### src/rtl/iter_branch_cmp.sv
// Multi-cycle branch comparator: scans operands CHUNK bits per cycle, MSB chunk
// first, stopping at the first differing chunk, and resolves one of eight conditions.
module iter_branch_cmp #(
   parameter int WIDTH = 32,
   parameter int CHUNK = 8
) (
   input  logic             clk,
   input  logic             reset,
   input  logic             start,
   input  logic [2:0]       mode,
   input  logic [WIDTH-1:0] a,
   input  logic [WIDTH-1:0] b,
   output logic             busy,
   output logic             done,
   output logic             cmp,
   output logic             eq,
   output logic             lt
);

   localparam int NCHUNK = WIDTH / CHUNK;
   localparam int IDXW   = (NCHUNK > 1) ? $clog2(NCHUNK) : 1;
   localparam logic [IDXW-1:0]  IDX_TOP  = IDXW'(NCHUNK - 1);
   localparam logic [IDXW-1:0]  IDX_ZERO = {IDXW{1'b0}};
   localparam logic [CHUNK-1:0] MSB_MASK = CHUNK'(1'b1) << (CHUNK - 1);

   typedef enum logic [1:0] {
      S_IDLE = 2'd0,
      S_SCAN = 2'd1,
      S_DONE = 2'd2
   } state_t;

   // Modes 010, 011, 110 and 111 order operands as two's complement.
   function automatic logic is_signed_mode(input logic [2:0] m);
      is_signed_mode = m[1];
   endfunction

   function automatic logic branch_result(input logic [2:0] m, input logic e, input logic l);
      case (m)
         3'b000:         branch_result = e;
         3'b001:         branch_result = !e;
         3'b010, 3'b100: branch_result = l;
         3'b011, 3'b101: branch_result = !l;
         3'b110:         branch_result = l | e;
         3'b111:         branch_result = !(l | e);
         default:        branch_result = 1'b0;
      endcase
   endfunction

   state_t           state_q, state_d;
   logic [IDXW-1:0]  idx_q, idx_d;
   logic [WIDTH-1:0] a_q, a_d;
   logic [WIDTH-1:0] b_q, b_d;
   logic [2:0]       mode_q, mode_d;
   logic             cmp_q, cmp_d;
   logic             eq_q, eq_d;
   logic             lt_q, lt_d;
   logic             busy_q, done_q;

   logic [CHUNK-1:0] chunk_a_s, chunk_b_s;
   logic             chunk_lt_s, chunk_ne_s;

   // Select the current chunk; flipping the sign bit turns signed order into unsigned order.
   always_comb begin
      chunk_a_s = a_q[idx_q*CHUNK +: CHUNK];
      chunk_b_s = b_q[idx_q*CHUNK +: CHUNK];
      if (is_signed_mode(mode_q) && (idx_q == IDX_TOP)) begin
         chunk_a_s = chunk_a_s ^ MSB_MASK;
         chunk_b_s = chunk_b_s ^ MSB_MASK;
      end else begin
         chunk_a_s = chunk_a_s;
         chunk_b_s = chunk_b_s;
      end
      chunk_lt_s = (chunk_a_s < chunk_b_s);
      chunk_ne_s = (chunk_a_s != chunk_b_s);
   end

   // Next-state and datapath update for the IDLE/SCAN/DONE controller.
   always_comb begin
      state_d = state_q;
      idx_d   = idx_q;
      a_d     = a_q;
      b_d     = b_q;
      mode_d  = mode_q;
      cmp_d   = cmp_q;
      eq_d    = eq_q;
      lt_d    = lt_q;
      case (state_q)
         S_IDLE, S_DONE: begin
            if (start) begin
               a_d     = a;
               b_d     = (mode[2:1] == 2'b11) ? {WIDTH{1'b0}} : b;
               mode_d  = mode;
               idx_d   = IDX_TOP;
               cmp_d   = 1'b0;
               eq_d    = 1'b0;
               lt_d    = 1'b0;
               state_d = S_SCAN;
            end else begin
               state_d = S_IDLE;
            end
         end
         S_SCAN: begin
            if (chunk_ne_s) begin
               eq_d    = 1'b0;
               lt_d    = chunk_lt_s;
               cmp_d   = branch_result(mode_q, 1'b0, chunk_lt_s);
               state_d = S_DONE;
            end else if (idx_q == IDX_ZERO) begin
               eq_d    = 1'b1;
               lt_d    = 1'b0;
               cmp_d   = branch_result(mode_q, 1'b1, 1'b0);
               state_d = S_DONE;
            end else begin
               idx_d   = idx_q - {{(IDXW-1){1'b0}}, 1'b1};
            end
         end
         default: begin
            state_d = S_IDLE;
         end
      endcase
   end

   // State, operand and result registers; busy/done are registered off the next state.
   always_ff @(posedge clk) begin
      if (reset) begin
         state_q <= S_IDLE;
         idx_q   <= IDX_ZERO;
         a_q     <= {WIDTH{1'b0}};
         b_q     <= {WIDTH{1'b0}};
         mode_q  <= 3'b000;
         cmp_q   <= 1'b0;
         eq_q    <= 1'b0;
         lt_q    <= 1'b0;
         busy_q  <= 1'b0;
         done_q  <= 1'b0;
      end else begin
         state_q <= state_d;
         idx_q   <= idx_d;
         a_q     <= a_d;
         b_q     <= b_d;
         mode_q  <= mode_d;
         cmp_q   <= cmp_d;
         eq_q    <= eq_d;
         lt_q    <= lt_d;
         busy_q  <= (state_d == S_SCAN);
         done_q  <= (state_d == S_DONE);
      end
   end

   assign busy = busy_q;
   assign done = done_q;
   assign cmp  = cmp_q;
   assign eq   = eq_q;
   assign lt   = lt_q;

endmodule

### config.mk
export PLATFORM = sky130hd
export DESIGN_NAME = iter_branch_cmp
export DESIGN_NICKNAME = d
export VERILOG_FILES = /design/src/rtl/iter_branch_cmp.sv
export SDC_FILE = /design/constraint.sdc
export NUM_CORES = 1
export LEC_CHECK = 0
export ABC_AREA = 1
export BUFFER_PORTS_ARGS = -buffer_cell sky130_fd_sc_hd__buf_4
export CAP_MARGIN = 20
export CORE_MARGIN = 2
export CORE_UTILIZATION = 40
export DETAILED_ROUTE_END_ITERATION = 16
export PLACE_DENSITY_LB_ADDON = 0.25
export SYNTH_ARGS = -nofsm -noshare
export SYNTH_HDL_FRONTEND = slang
export SYNTH_SLANG_ARGS = --single-unit
### constraint.sdc
create_clock -name clk -period 2.3 [get_ports clk]
set_clock_uncertainty 0.2 [all_clocks]
set_input_delay 0.115 -clock clk [delete_from_list [all_inputs] [get_ports clk]]
set_output_delay 0.115 -clock clk [all_outputs]
set_load 0.01 [all_outputs]
==> results by group, run 1 <==
Routing
  – Wire length on met3: 342 um
  – Residual DRC: 0
  – Highest routed metal layer: met4
  – Total vias in the final route: 3559
  – Drt pass-1 iters: 5
  – DRT Wirelength: 9460 um
  – Average wire per cell in the routed design: 13.0 um
  – Detailed router's first-iteration violation count: 123
  – Via count normalized by instance count: roughly 5
  – Detail Route met2 WL: 4670 um
  – Met1 layer wirelength in the final routing: 4290 um
  – Antenna-violating nets left: 0

STA
  – Setup repair after global routing missed its margin: yes
  – Count of endpoints failing setup in the final report: 0
  – Final worst-path cycle share: 0.986
  – Highest clock frequency the design can meet: 0.441 GHz
  – Max-slew violations: 0
  – Sum of negative setup slack: 0 ns
  – Worst-case headroom to the max-slew limit: 0.677
  – Final WS setup: 0.0316 ns
  – Transition time of the tightest slew-check pin: 0.483 ns
  – Number of hold-slack violations in the final timing report: 0
  – Final min period: 2.27 ns

Synth
  – Cell accounting for the most synthesized area: sky130_fd_sc_hd__dfxtp_1
  – Number of enable flip-flop cells after synthesis: 0
  – Mapped Cells: 473
  – Number of warnings printed during yosys synthesis: 0
  – Synth Cell Area: 0.00354 mm^2
  – Main synth FF type: sky130_fd_sc_hd__dfxtp_1
  – Area share of the largest cell type after synthesis: 0.436
  – Average size of a mapped cell: 7.48 um^2
  – Share of the yosys chip area belonging to registers: 0.436
  – FF+latch count, synth: 77
  – Number of nets in the synthesized netlist: around 550
  – Library cell with the highest instance count after synthesis: sky130_fd_sc_hd__nor2_1
  – Synth top cells by count: sky130_fd_sc_hd__nor2_1, sky130_fd_sc_hd__dfxtp_1, sky130_fd_sc_hd__o21ai_0, sky130_fd_sc_hd__a21oi_1, sky130_fd_sc_hd__nand2_1
  – Async S/R FF share, synth: 0
  – Count of unique library cells instantiated by Yosys: 29
  – Most area-consuming cells after synthesis: sky130_fd_sc_hd__dfxtp_1, sky130_fd_sc_hd__nor2_1, sky130_fd_sc_hd__o21ai_0, sky130_fd_sc_hd__a21oi_1, sky130_fd_sc_hd__nand2_1

CTS
  – Clock-pin slew on the worst setup and hold paths: approximately 0.080 ns
  – TritonCTS clock tree: yes
  – Clock latency of the later-clocked register in the worst-skew pair: ~0.34 ns
  – Number of sinks handled by clock tree synthesis: 77
  – Cts bufs inserted: 9
  – Library cell used as clock root buffer: sky130_fd_sc_hd__clkbuf_8
  – Clk buf depth: 2
  – Level count of the clock H-tree: 3

Die
  – Area enclosed by the die boundary: a little under 0.01 mm^2
  – Initial core utilization: 0.410
  – Die boundary width: 98.1 um
  – Floorplan row count: 34
  – Placeable Area: 0.00864 mm^2
  – Vertical extent of the die: 98.1 um
  – I/O pin total: 75

Final layout
  – Total area of multi-input combinational cells: about 0.0018 mm^2
  – Number of nets in the layout: 694
  – Fraction of layout instances using a drive strength above 1: 0.239
  – Area overhead of the layout relative to synthesis: 47.5%
  – Number of antenna diodes: 0
  – Filler-free cell count of the finished design: 727
  – Final Instance Area: 0.00522 mm^2
  – Core Util, Final: 0.604
  – Sequential standard cell area: 0.00155 mm^2
  – Number of inserted filler cells in the final layout: 772

Power
  – Maximum vdd ir drop: approximately 0.33 mV
  – Total power divided by cell area: 637 mW/mm^2
  – Pleak: 2.28 nW

Global routing
  – First-pass GRT wire length: 15400 um
  – Gr ovfl total: 0
  – Number of global-route vias before repair: 3397
  – Largest net degree at the start of global routing: 44
  – Number of antenna violations at the first check in global routing: 0
  – Aggregate global-route resource usage: 0.199

Run
  – Reported max-cap violation count: 0

Worst setup path
  – Top fanout value on the critical path: 12
  – Startpoint-to-endpoint class of the critical path: flop to flop
  – Critical path capture point type: flop
  – Startpoint type of the worst setup path: flop
  – WP data required: around 2.4 ns
  – CP Data Arrival Time: approximately 2.4 ns

Place
  – Placed wire-length estimate: about 6400 um
  – PortBufs: 74
  – Placement-stage cell area: approximately 0.0042 mm^2
  – Weighted congestion at the end of routability-driven global placement: 0.872
  – Worst slack at placement: -0.0477 ns
  – Number of instances in the placed design: 639

Run status
  – Outcome: finished, final reports clean

Worst hold path
  – Class of the most critical hold timing path: primary input to flop
[cells by family (layout without fill, tap and decap cells)]
kind of cell	Yosys count	after routing	share of synthesized area
flops	77	77	0.436
simple gates	179	179	0.216
fa+ha+maj	10	10	0.0354
compound gates	151	151	0.236
xor+xnor	4	4	0.00990
buf+inv	52	198	0.0665
[power breakdown]
group	leakage [nW]	total, mW	internal (mW)	switching [mW]
Combinational	1.54	0.823	0.415	0.407
Clock	0.0964	0.996	0.528	0.467
Sequential	0.639	1.51	1.44	0.0657
Total	2.28	3.32	2.38	0.941
[stage by stage]
step	total power [mW]	hold slack, ns
2_1_floorplan	1.97	0.0749
3_3_place_gp	2.20	0.165
3_5_place_dp	2.21	0.168
4_1_cts	3.30	0.188
5_1_grt	3.51	0.216
6_report	3.32	0.185
[final timing paths]
| path | from | endpoint | cells after the start | slack, ns |
|---|---|---|---|---|
| setup reg to reg | idx_q[0] | cmp | 12 | 0.03 |
| hold / removal | start | mode_q[2] | 3 | 0.19 |
| setup / recovery | idx_q[0] | cmp | 12 | 0.03 |
| hold reg to reg | lt | lt | 2 | 0.28 |
[placed cells by master (no fill, tap or decap), drive strengths merged, types with 7 or more instances in the layout]
master / n
a21oi: 48
clkbuf: 12
nand3: 8
dlygate4sd3: 68
a32o: 7
ha: 10
nor2: 123
buf: 96
inv: 18
o21ai: 86
nand2: 43
dfxtp: 77
o22ai: 9
[flip-flops by register name, indices dropped and copies added (netlist names), 2 cells and up, named ones only]
name,count
a_q,32
b_q,32
mode_q,3
idx_q,2
state_q,2
[what timing repair did]
| action | in CTS | in global routing |
|---|---|---|
| buffers inserted | 1 | 3 |
| resized for setup | 4 | 15 |
| pin swaps | 1 | 4 |
| gates cloned | 0 | 0 |
| setup endpoints to repair | 4 | 5 |
| endpoints found under the hold margin | 75 | 0 |
| hold buffers | 68 | 0 |
[critical path, stage by stage (launching register included)]
cell	delay (ns)
sky130_fd_sc_hd__dfxtp_4	0.39
sky130_fd_sc_hd__buf_6	0.13
sky130_fd_sc_hd__buf_12	0.12
sky130_fd_sc_hd__nand2_1	0.06
sky130_fd_sc_hd__a32o_2	0.29
sky130_fd_sc_hd__ha_4	0.26
sky130_fd_sc_hd__nand2_2	0.07
sky130_fd_sc_hd__nor2_4	0.16
sky130_fd_sc_hd__and2_4	0.17
sky130_fd_sc_hd__nand3_2	0.07
sky130_fd_sc_hd__o21ai_2	0.12
sky130_fd_sc_hd__inv_1	0.06
sky130_fd_sc_hd__a21oi_2	0.12
[routing by layer]
metal / global-route usage / vias up
li1: - / 1862
met1: 0.246 / 1604
met2: 0.345 / 79
met3: 0.0437 / 14
met4: 0.0620 / 0
met5: 0 / -
[final cells by class]
class	instances	area share
clock buffer	12	0.0278
clock inverter	4	0.00911
inverter	18	0.0139
multi-input combinational	344	0.349
sequential	77	0.296
tap	108	0.0259
timing repair buffer	164	0.278
No activity file was read; power rests on OpenSTA's default activity.
==> run 2: changes to the inputs <==
--- a/config.mk
+++ b/config.mk
@@ -5,7 +5,6 @@
 export SDC_FILE = /design/constraint.sdc
 export NUM_CORES = 1
 export LEC_CHECK = 0
-export ABC_AREA = 1
 export BUFFER_PORTS_ARGS = -buffer_cell sky130_fd_sc_hd__buf_4
 export CAP_MARGIN = 20
 export CORE_MARGIN = 2
==> run 2 against run 1 <==
Effect of this change:
- the flow now finishes with violations (negative setup slack)
- register-to-register slack worse by 0.40 ns
- critical path depth is 2 lower
- global-route usage is 1.5 points higher
- clock power hardly changed
- largest power group unchanged
- highest routed layer unchanged
==> results by group, run 2 <==
CTS
  – Number of sinks handled by clock tree synthesis: 77 (unchanged)
  – Clock latency of the later-clocked register in the worst-skew pair: 0.35 ns (about the same)
  – Clock-pin slew on the worst setup and hold paths: 0.07 ns (about the same)
  – Cts bufs inserted: 9 (unchanged)
  – Level count of the clock H-tree: 3 (unchanged)
  – Clk buf depth: 2 (unchanged)
  – TritonCTS clock tree: yes
  – Library cell used as clock root buffer: sky130_fd_sc_hd__clkbuf_8

Final layout
  – Leading registers by flop count: a_q: 32 flops, b_q: 32 flops, mode_q: 3 flops
  – Final Instance Area: 0.00514 mm^2 (-1.5%)
  – Number of nets in the layout: 594 (-14%)
  – Area overhead of the layout relative to synthesis: 54.2%
  – Most used cells in the layout excluding fill and tap cells: sky130_fd_sc_hd__buf_4, sky130_fd_sc_hd__dfxtp_1, sky130_fd_sc_hd__nand2_1
  – Most common cell after layout, fill and taps aside: sky130_fd_sc_hd__buf_4
  – Core Util, Final: 0.632 (+0.0274)
  – Fraction of layout instances using a drive strength above 1: 0.291 (+0.0518)
  – Filler-free cell count of the finished design: 624 (-14%)
  – Number of antenna diodes: 0 (unchanged)

Worst setup path
  – Buffers plus inverters on the worst setup path: 3 (unchanged)
  – Startpoint type of the worst setup path: flop
  – CP Data Arrival Time: 2.71 ns (+0.36 ns)
  – Reg2reg end: cmp
  – Top fanout value on the critical path: 7 (-5)
  – Critical path capture point type: flop
  – Largest delay share family, worst path: simple AND/OR/NAND/NOR gates
  – WP data required: 2.34 ns (-0.04 ns)
  – Cell with the biggest individual delay on the critical path: sky130_fd_sc_hd__mux4_2
  – Startpoint-to-endpoint class of the critical path: flop to flop
  – Slowest stage delay, CP: 0.49 ns (+0.10 ns)
  – Beginning of the worst register-to-register path: idx_q[0]
  – Worst Reg-to-Reg Cells: 10 (-2)
  – Slack of the worst reg-to-reg path: -0.37 ns (-0.40 ns)
  – Cell chain of the critical path: buf_4 -> mux4_2 -> inv_1 -> ha_4 -> nand4_4 -> buf_4 -> nor2_1 -> a32oi_1 -> nor2_1 -> or3b_1

Synth
  – Adder and majority gate portion of the synthesized area: 0.0376 (+0.00219)
  – Count of unique library cells instantiated by Yosys: 31 (+6.9%)
  – Xor and xnor fraction of the mapped netlist area: 0.0105 (+0.000613)
  – Mapped Cells: 360 (-24%)
  – Area fraction in compound gates after synthesis: 0.161 (-0.0751)
  – Number of nets in the synthesized netlist: 440 (-20%)
  – Area share of the largest cell type after synthesis: 0.463 (+0.0270)
  – Main synth FF type: sky130_fd_sc_hd__dfxtp_1
  – Average size of a mapped cell: 9.26 um^2 (+24%)
  – Synth Cell Area: 0.00333 mm^2 (-5.8%)
  – Library cell with the highest instance count after synthesis: sky130_fd_sc_hd__dfxtp_1
  – Synthesized-area fraction occupied by and/or/nand/nor cells: 0.167 (-0.0493)
  – Multiplexer share of the synthesized area: 0.108 (+0.108)
  – Share of the yosys chip area belonging to registers: 0.463 (+0.0270)
  – Synth top cells by count: sky130_fd_sc_hd__dfxtp_1, sky130_fd_sc_hd__nand2_1, sky130_fd_sc_hd__nor2_1, sky130_fd_sc_hd__a21oi_1, sky130_fd_sc_hd__a22oi_1
  – Combinational family with the most area after synthesis: simple AND/OR/NAND/NOR gates
  – Cell accounting for the most synthesized area: sky130_fd_sc_hd__dfxtp_1
  – FF+latch count, synth: 77 (unchanged)
  – Number of warnings printed during yosys synthesis: 0 (unchanged)
  – Number of enable flip-flop cells after synthesis: 0 (unchanged)
  – Most area-consuming cells after synthesis: sky130_fd_sc_hd__dfxtp_1, sky130_fd_sc_hd__mux4_2, sky130_fd_sc_hd__nand2_1, sky130_fd_sc_hd__a22oi_1, sky130_fd_sc_hd__a21oi_1
  – Async S/R FF share, synth: 0 (unchanged)

Place
  – Number of instances in the placed design: 536 (-16%)
  – Placement-stage cell area: 0.00415 mm^2 (-2.0%)
  – Placed wire-length estimate: 5850 um (-8.2%)
  – Worst slack at placement: -0.424 ns (-0.377 ns)
  – PortBufs: 74 (unchanged)
  – Weighted congestion at the end of routability-driven global placement: 0.785 (-10%)

STA
  – Worst slack on hold paths: 0.00895 ns (-0.176 ns)
  – Sum of negative setup slack: -1.98 ns (-1.98 ns)
  – Setup repair after global routing missed its margin: yes
  – Final WS setup: -0.369 ns (-0.400 ns)
  – Highest clock frequency the design can meet: 0.375 GHz (-15%)
  – Final worst-path cycle share: 1.16 (+0.174)
  – Count of endpoints failing setup in the final report: 9 (+9)
  – Worst-case headroom to the max-slew limit: 0.671 (-0.00581)
  – Number of hold-slack violations in the final timing report: 0 (unchanged)
  – Final min period: 2.67 ns (+0.400 ns)
  – Max-slew violations: 0 (unchanged)
  – Transition time of the tightest slew-check pin: 0.493 ns (+0.00942 ns)

Power
  – Sw frac: 0.273 (-0.0102)
  – Part of the total power dissipated in sequential elements: 0.452 (about the same)
  – Cell internal pwr: 2.37 mW (-0.63%)
  – Net Sw Power: 0.888 mW (-5.5%)
  – Maximum vdd ir drop: 0.368 mV (+13%)
  – Pleak: 2.10 nW (-7.8%)
  – Combinational share of power: 0.237 (-0.011)
  – Total power divided by cell area: 634 mW/mm^2 (-0.49%)
  – Total design power: 3.26 mW (-2.0%)
  – Part of the power in the clock network: 0.311 (+0.011)

Routing
  – DRT Wirelength: 9240 um (-2.3%)
  – Antenna-violating nets left: 0 (unchanged)
  – Residual DRC: 0 (unchanged)
  – Via count normalized by instance count: 5.12 (+4.5%)
  – Detailed router's first-iteration violation count: 108 (-12%)
  – Drt pass-1 iters: 5 (unchanged)
  – Average wire per cell in the routed design: 14.8 um (+14%)
  – Total vias in the final route: 3192 (-10%)

Global routing
  – Number of global-route vias before repair: 3160 (-7.0%)
  – Gr ovfl total: 0 (unchanged)
  – First-pass GRT wire length: 14600 um (-5.1%)
  – Number of antenna violations at the first check in global routing: 0 (unchanged)
  – Aggregate global-route resource usage: 0.213 (+0.0147)
  – Largest net degree at the start of global routing: 46 (+4.5%)

Worst hold path
  – Hold Path Sink: state_q[0]
  – Class of the most critical hold timing path: primary input to flop
  – Startpoint of the worst hold path: reset
  – Hold-critical path depth: 2 (-1)

Die
  – I/O pin total: 75 (unchanged)
  – Floorplan row count: 33 (-2.9%)
  – Initial core utilization: 0.410 (about the same)
  – Placeable Area: 0.00813 mm^2 (-5.8%)
  – Die boundary width: 95.3 um (-2.8%)
  – Area enclosed by the die boundary: 0.00908 mm^2 (-5.6%)
  – Vertical extent of the die: 95.3 um (-2.8%)

Run
  – Reported max-cap violation count: 0 (unchanged)

Run status
  – Outcome: finished with violations
  – Violated checks: negative setup slack
run 2: cell types whose count changed in the layout (fill, tap and decap cells not counted), moves of 7 or more:
cell,delta
sky130_fd_sc_hd__nor2_1,-80
sky130_fd_sc_hd__o21ai_0,-61
sky130_fd_sc_hd__nand2_1,+37
sky130_fd_sc_hd__a22oi_1,+33
sky130_fd_sc_hd__o21ai_1,-21
sky130_fd_sc_hd__mux4_2,+16
sky130_fd_sc_hd__a21oi_1,-7
sky130_fd_sc_hd__o22ai_1,-7
run 2: per-layer routing:
metal,track usage,up-vias,part of all wire
li1,-,1560,-
met1,0.239,1512,0.42
met2,0.383,92,0.52
met3,0.0530,28,0.038
met4,0.0918,0,0.028
met5,0,-,0
run 2: power groups by stage:
stage / clock network, mW / logic (mW) / registers (mW)
after floorplan: 0 / 0.423 / 1.48
after global placement: 0 / 0.605 / 1.50
after detailed placement: 0 / 0.623 / 1.50
after CTS: 1.02 / 0.722 / 1.47
after global routing: 1.09 / 0.836 / 1.48
final: 1.01 / 0.772 / 1.47
run 2: worst max path at each step:
| stage | from | endpoint | slack, ns | cells past startpoint |
|---|---|---|---|---|
| after floorplan | idx_q[0] | cmp | -0.24 | 9 |
| after global placement | idx_q[0] | cmp | -0.31 | 8 |
| after detailed placement | idx_q[0] | cmp | -0.42 | 7 |
| after CTS | idx_q[0] | cmp | -0.36 | 8 |
| after global routing | idx_q[0] | idx_q[0] | -0.43 | 7 |
| final | idx_q[0] | cmp | -0.37 | 10 |
run 2: layout make-up:
cell class | count | area, um^2
fill | 638 | 3000
multi-input combinational | 244 | 1750
sequential | 77 | 1550
timing repair buffer | 170 | 1480
clock buffer | 12 | 145
tap | 105 | 131
clock inverter | 4 | 47.5
inverter | 12 | 45.0
run 2: timing repair:
action                                 CTS  global route
gates resized for setup                  3            13
setup endpoints to repair                9            12
endpoints found under the hold margin   68             0
pin swaps                                1             6
buffers inserted                         0             1
hold buffers                            71             0
run 2: kinds of logic (layout without fill, tap and decap cells):
| logic type | Yosys count | in the layout |
|---|---|---|
| AND/OR/NAND/NOR | 131 | 131 |
| flip-flops | 77 | 77 |
| multiplexers | 16 | 16 |
| adder cells (fa/ha/maj) | 10 | 10 |
| XOR/XNOR | 4 | 4 |
| buffers and inverters | 39 | 198 |
| AO/OA/AOI/OAI | 83 | 83 |
